--- config.mk ---
export PLATFORM = sky130hd
export DESIGN_NAME = logs_r_scheduler
export DESIGN_NICKNAME = d
export VERILOG_FILES = /design/src/rtl/logs_r_scheduler.sv
export SDC_FILE = /design/constraint.sdc
export NUM_CORES = 1
export LEC_CHECK = 0
export ABC_AREA = 1
export CAP_MARGIN = 20
export CORE_AREA = 2 2 73 75
export DETAILED_ROUTE_END_ITERATION = 6
export DIE_AREA = 0 0 75 77
export GPL_ROUTABILITY_DRIVEN = 0
export PLACE_DENSITY = 0.59
export SLEW_MARGIN = 20
export SYNTH_ARGS = -nofsm -noshare
export SYNTH_HDL_FRONTEND = slang
export SYNTH_SLANG_ARGS = --single-unit
--- constraint.sdc ---
create_clock -name clk -period 2.5 [get_ports clk]
set_input_delay 0.375 -clock clk [delete_from_list [all_inputs] [get_ports clk]]
set_output_delay 0.375 -clock clk [all_outputs]
set_load 0.01 [all_outputs]
--- src/rtl/logs_r_scheduler.sv ---
// Logistic-map r sequencer: dwell per r, mute while the map settles after
// each r change, with hold and skip controls.
module logs_r_scheduler #(
    parameter int FRAC      = 8,
    parameter int R_INC     = 1000,
    parameter int SETTLE    = 64,
    parameter int STEP_LO   = 4,
    parameter int STEP_HI   = 1,
    parameter int INITIAL_R = (1 << FRAC) | (1 << (FRAC - 4))
) (
    input  logic            clk,
    input  logic            reset_n,
    input  logic            iter_done,
    input  logic            hold,
    input  logic            skip,
    output logic [FRAC+1:0] r,
    output logic            r_load,
    output logic            mute,
    output logic [1:0]      state
);

    localparam int CMAX = (R_INC > SETTLE) ? R_INC : SETTLE;
    localparam int CW   = (CMAX > 1) ? $clog2(CMAX) : 1;

    localparam logic [CW-1:0]   SET_LAST  = CW'(SETTLE - 1);
    localparam logic [CW-1:0]   PLAY_LAST = CW'(R_INC - 1);
    localparam logic [FRAC+1:0] R_INIT    = INITIAL_R[FRAC+1:0];
    localparam logic [FRAC+2:0] INC_LO    = STEP_LO[FRAC+2:0];
    localparam logic [FRAC+2:0] INC_HI    = STEP_HI[FRAC+2:0];

    typedef enum logic [1:0] {
        S_SETTLE = 2'b00,
        S_PLAY   = 2'b01,
        S_STEP   = 2'b10
    } state_t;

    state_t          r_state;
    logic [CW-1:0]   r_cnt;
    logic [FRAC+2:0] w_inc;
    logic [FRAC+2:0] w_sum;
    logic [FRAC+1:0] w_next;

    // Increment picked from r before the add, so 0x2FC steps by 4 to 0x300
    assign w_inc  = (r[FRAC+1:FRAC] < 2'b11) ? INC_LO : INC_HI;
    assign w_sum  = {1'b0, r} + w_inc;
    assign w_next = w_sum[FRAC+2] ? R_INIT : w_sum[FRAC+1:0];
    assign state  = r_state;

    always_ff @(posedge clk or negedge reset_n) begin
        if (!reset_n) begin
            r_state <= S_SETTLE;
            r_cnt   <= '0;
            r       <= R_INIT;
            r_load  <= 1'b0;
            mute    <= 1'b1;
        end else begin
            r_load <= 1'b0;
            unique case (r_state)
                S_SETTLE: begin
                    if (skip) begin
                        r_state <= S_STEP;
                        mute    <= 1'b1;
                    end else if (iter_done) begin
                        if (r_cnt == SET_LAST) begin
                            r_cnt   <= '0;
                            r_state <= S_PLAY;
                            mute    <= 1'b0;
                        end else begin
                            r_cnt <= r_cnt + 1'b1;
                        end
                    end
                end
                S_PLAY: begin
                    if (skip) begin
                        r_state <= S_STEP;
                        mute    <= 1'b1;
                    end else if (iter_done && !hold) begin
                        if (r_cnt == PLAY_LAST) begin
                            r_cnt   <= '0;
                            r_state <= S_STEP;
                            mute    <= 1'b1;
                        end else begin
                            r_cnt <= r_cnt + 1'b1;
                        end
                    end
                end
                S_STEP: begin
                    r       <= w_next;
                    r_load  <= 1'b1;
                    r_cnt   <= '0;
                    r_state <= S_SETTLE;
                    mute    <= 1'b1;
                end
                default: begin
                    r_state <= S_SETTLE;
                    r_cnt   <= '0;
                    mute    <= 1'b1;
                end
            endcase
        end
    end

endmodule

## Word level (Yosys, flattened, before mapping)

Index checks and enable logic that the tools add are counted.

- Bits in registers: 24
- Input port bits: 5
- Output and inout bits: 14
- Word-level logic and storage cells: 49

- Add/sub/neg operators: 2
- Order comparisons: 1
- Equality and inequality tests: 12
- Muxes and demuxes: 24
- Reductions and logical operators: 5

Operators with widths:

| operator | count |
|---|---|
| $mux 10 | 7 |
| $pmux 10 s2 | 1 |
| $mux 2 | 6 |
| $ne 3x3->1 const B | 4 |
| $add 10x3->11 | 1 |
| $add 10x1->10 const B | 1 |
| $eq 10x10->1 const B | 1 |
| $eq 10x6->1 const B | 1 |
| $ne 2x2->1 const B | 4 |
| $reduce_and 4->1 | 2 |
| $mux 1 | 7 |
| $pmux 2 s2 | 1 |
| $mux 3 | 1 |
| $eq 2x1->1 const B | 1 |
| $eq 2x2->1 const B | 1 |
| $logic_not 2->1 | 1 |
| $lt 2x2->1 const B | 1 |
| $pmux 1 s2 | 1 |
| $logic_and 1x1->1 | 1 |
| $logic_not 1->1 | 1 |

## Depth between registers and ports, before layout

- Depth after elaboration: 5
- Gate-level depth with buffers: 11
- Gate-level depth less buffers: 11

## Worst setup path after synthesis

No wires, ideal clock.

- Path type: reg-to-reg
- Start point: register r[8]
- End point: register r[6]
- Library setup time: 126 ps
- Arrival time: 1590 ps
- Data required time: 2374 ps
- Path slack: 784 ps
- Cell stages (with the launch flop): 9
- Buffers on the path: 0
- Clock period less this slack: 1716 ps
- Cell sequence: dfstp_2 -> nand2_2 -> inv_2 -> ha_1 -> ha_1 -> inv_1 -> o21ai_1 -> nand3_1 -> xnor2_1

- Longest elaborated chain between the ends: 4

Ends and longest elaborated chain:

| element | line | RTL |
|---|---|---|
| start, declared | 16 | `output logic [FRAC+1:0] r,` |
| start signal, assigned | 88 | `r <= w_next;` |
| $lt 2x2->1 | 44 | `assign w_inc = (r[FRAC+1:FRAC] < 2'b11) ? INC_LO : INC_HI;` |
| $mux 3 | 44 |  |
| $add 10x3->11 (*) | 45 | `assign w_sum = {1'b0, r} + w_inc;` |
| $mux 10 (*) | 46 | `assign w_next = w_sum[FRAC+2] ? R_INIT : w_sum[FRAC+1:0];` |

Every way passes the cells marked *; elsewhere a longest branch is shown, timed or not.
A chain may end at the register's enable or synchronous reset.

## Worst setup path in the final report

- Start point: register r[8]
- End point: register r[9]

The elaborated chain is that of the path after synthesis.

==> results by group <==
Clock network
  – CTS Buf Count: 3
  – H-tree depth: 1
  – Reg clk slew, reported paths: 90 ps
  – Clk Latency, worst-skew pair: 270 ps
  – Root buf cell: clkbuf_8
  – Setup Fix Bufs, Post-CTS: 0
  – Clock buffer depth: 2
  – Resize count post-CTS: 0
  – CTS Sinks: 24
  – Hold buffer count at CTS: 0
  – TritonCTS clock tree: built

Floorplanning
  – Die W: 75 microns
  – Die area: 5775 sq um
  – Die height: 77 microns
  – Core area: 4977 sq um
  – # rows: 26
  – Initial Util: 0.2944
  – IO Count: 19

GRT
  – First-pass GRT wire length: 5.471 mm
  – Largest net degree at the start of global routing: 25
  – Initial antenna violation count: 0
  – Number of global-route vias before repair: 1188
  – Overflow after GRT: 0
  – Gr usage total: 0.1205

Timing
  – Max Slew Vio Count: 0
  – Setup TNS: 0 ps
  – Slew @ Worst Pin: 389.1 ps
  – Worst clock skew: 1.784 ps
  – Minimum clock period after layout: 1963 ps
  – Slew margin rel.: 0.7389
  – Fin. Hold Viols: 0
  – Final number of setup-violating endpoints: 0
  – RSZ-0062 raised after global routing: false
  – PnR worst setup slack: 537.2 ps
  – Fmax: 509.5 MHz
  – Final Cycle Share: 0.7851

Synth
  – Synth cell types: 28
  – Syn_area_per_cell: 7.112 sq um
  – Synth Warn #: 0
  – Yosys top cell area share: 0.3587
  – Cell taking the most area after synthesis: dfrtp_1
  – Post-Syn Nets: 214
  – Syn Std Cell Area: 1465 sq um
  – Post-synthesis sequential area ratio: 0.4125
  – Register bit count reported by yosys: 24
  – Synth Instances: 206
  – Largest cells by area after synthesis: dfrtp_1 36%, nand2_1 15%, nor2_1 7.9%

Drt
  – Number of vias per cell: 4.488
  – Final ANT Viol Nets: 0
  – WL/cell: 10.65 microns
  – Router iterations before antenna repair: 4
  – Post-route DRC: 0
  – Total wire length: 3.164 mm
  – Initial DRC Count: 46
  – DR vias: 1333

Setup path
  – Worst path cell trace: nand2_2, inv_2, ha_1, ha_1, inv_1, o21ai_1, nand4_1, nand2_1, nor2_1
  – Crit-path max cell delay: 590 ps
  – Setup slack, reg-to-reg: 540 ps
  – CP most frequent cell: ha_1
  – Startpoint types: flip-flop
  – Worst r2r path cells: 9
  – Max FO, Critical Path: 6
  – RR Endpoint: r[9]$_DFFE_PN0P_
  – CP arrival: 2130 ps
  – WS Path Type: flip-flop to flip-flop
  – Critical Path Sink Type: flip-flop
  – Required @ worst endpoint: 2670 ps
  – Crit-path slowest cell: dfstp_2
  – Critical R2R Launch: r[8]$_DFFE_PN1P_

Power
  – IR Drop Worst-Case VDD: 0.5934 mV
  – Leakage Power: 0.0008237 uW
  – PD cells: 963.7 nW/um^2

Layout
  – Area delta synth->final: 22.37%
  – Reg area: 604.3 sq um
  – Area of the multi-input gates: 737.0 sq um
  – Final core utilization: 0.3602
  – Nets: 236
  – Layout cells sized above 1: 0.1278
  – Ant diodes: 0
  – Fillers: 548

Placement
  – I/O Buffers: 18
  – DP Worst Slack: 573.5 ps
  – DP Wirelength: 2.401 mm

Run
  – Maxcap violations: 0

Hold path
  – Tightest Hold Check Type: primary input to async pin

Status
  – Status: completed
how the worst max path moves through the flow:
stage                     startpoint                to  slack (ps)  cells past startpoint
floorplan           r[8]$_DFFE_PN1P_  r[6]$_DFFE_PN0P_         780                      8
CTS                 r[8]$_DFFE_PN1P_  r[9]$_DFFE_PN0P_         560                      9
detailed placement  r[8]$_DFFE_PN1P_  r[9]$_DFFE_PN0P_         570                      9
finish              r[8]$_DFFE_PN1P_  r[9]$_DFFE_PN0P_         540                      9
global route        r[8]$_DFFE_PN1P_  r[9]$_DFFE_PN0P_         380                      9
global placement    r[8]$_DFFE_PN1P_  r[9]$_DFFE_PN0P_         620                      9
power breakdown:
group / total (uW) / internal (uW) / switching (uW)
Clock: 347 / 214 / 133
Sequential: 621 / 495 / 126
Combinational: 760 / 305 / 455
per-layer routing:
layer	share of wire	GRT usage	vias up
li1	-	-	702
met1	0.52	0.1791	599
met2	0.43	0.1711	28
met3	0.029	0.01577	4
met4	0.018	0.05357	0
met5	0	0	-
stage by stage:
stage / power, uW / hold WS (ps) / cell area, sq um / std cells
final: 1728 / 453.4 / 1793 / 297
after global routing: 1868 / 489.8 / 1793 / 297
after CTS: 1746 / 467.3 / 1793 / 297
after detailed placement: 1389 / 460.7 / 1722 / 293
after global placement: 1388 / 453.5 / 1722 / 293
after floorplan: 1144 / 79.41 / 1465 / 206
logic make-up (layout without fill, tap and decap cells):
family / Yosys count / count (layout) / synth area share
AND/OR/NAND/NOR: 126 / 126 / 0.3783
XOR/XNOR: 2 / 2 / 0.01196
buffers and inverters: 30 / 51 / 0.08455
flip-flops: 24 / 24 / 0.4125
AO/OA/AOI/OAI: 21 / 21 / 0.08710
adder cells (fa/ha/maj): 3 / 3 / 0.02562
Yosys cell counts:
cell      count
xnor2_1       1
a21boi_2      1
o22ai_1       1
inv_2         7
buf_4         1
nand2_1      59
buf_6         1
nor3_1        3
dfstp_2       3
nor2_1       31
o21ai_2       2
nand2_2       4
dfrtp_1      21
nor2_4        1
nand3_2       1
o21ai_1      11
a21oi_1       1
or2_2         1
nand3_1      14
xor2_1        1
o21bai_1      2
nand4_1       8
nor2_2        3
o211ai_1      1
nor3_2        1
o21ai_0       2
ha_1          3
inv_1        21
worst max-delay path, delay by kind of cell (launching register included):
family / cells / cell delay, ps
compound gates: 1 / 340
fa+ha+maj: 2 / 360
buf+inv: 2 / 120
flops: 1 / 590
simple gates: 4 / 450
layout by cell type, fill, tap and decap left out:
cell type,count
o211ai_1,1
nor2_4,1
inv_2,7
nor3_1,3
nand3_2,1
nand2_2,4
xnor2_1,1
o22ai_1,1
nand3_1,14
dfrtp_1,21
clkbuf_8,3
nand4_1,8
buf_4,1
nor2_2,3
bufinv_16,1
nor3_2,1
o21bai_1,2
nand2_1,59
o21ai_2,2
ha_1,3
a21oi_1,1
a21boi_2,1
clkdlybuf4s50_1,18
o21ai_1,11
o21ai_0,2
xor2_1,1
nor2_1,31
inv_1,21
or2_2,1
dfstp_2,3
registers in the layout, summed over array words and instances (netlist names):
register,count
mute,1
r,10
r_cnt,10
r_load,1
state,2
area by class of cell:
cell class,instances,area share
sequential,24,0.3371
clock buffer,3,0.02303
multi-input combinational,152,0.4110
tap,70,0.04885
timing repair buffer,19,0.1047
clock inverter,1,0.01675
inverter,28,0.05862
Note: power is estimated with default switching activity, not from simulation.
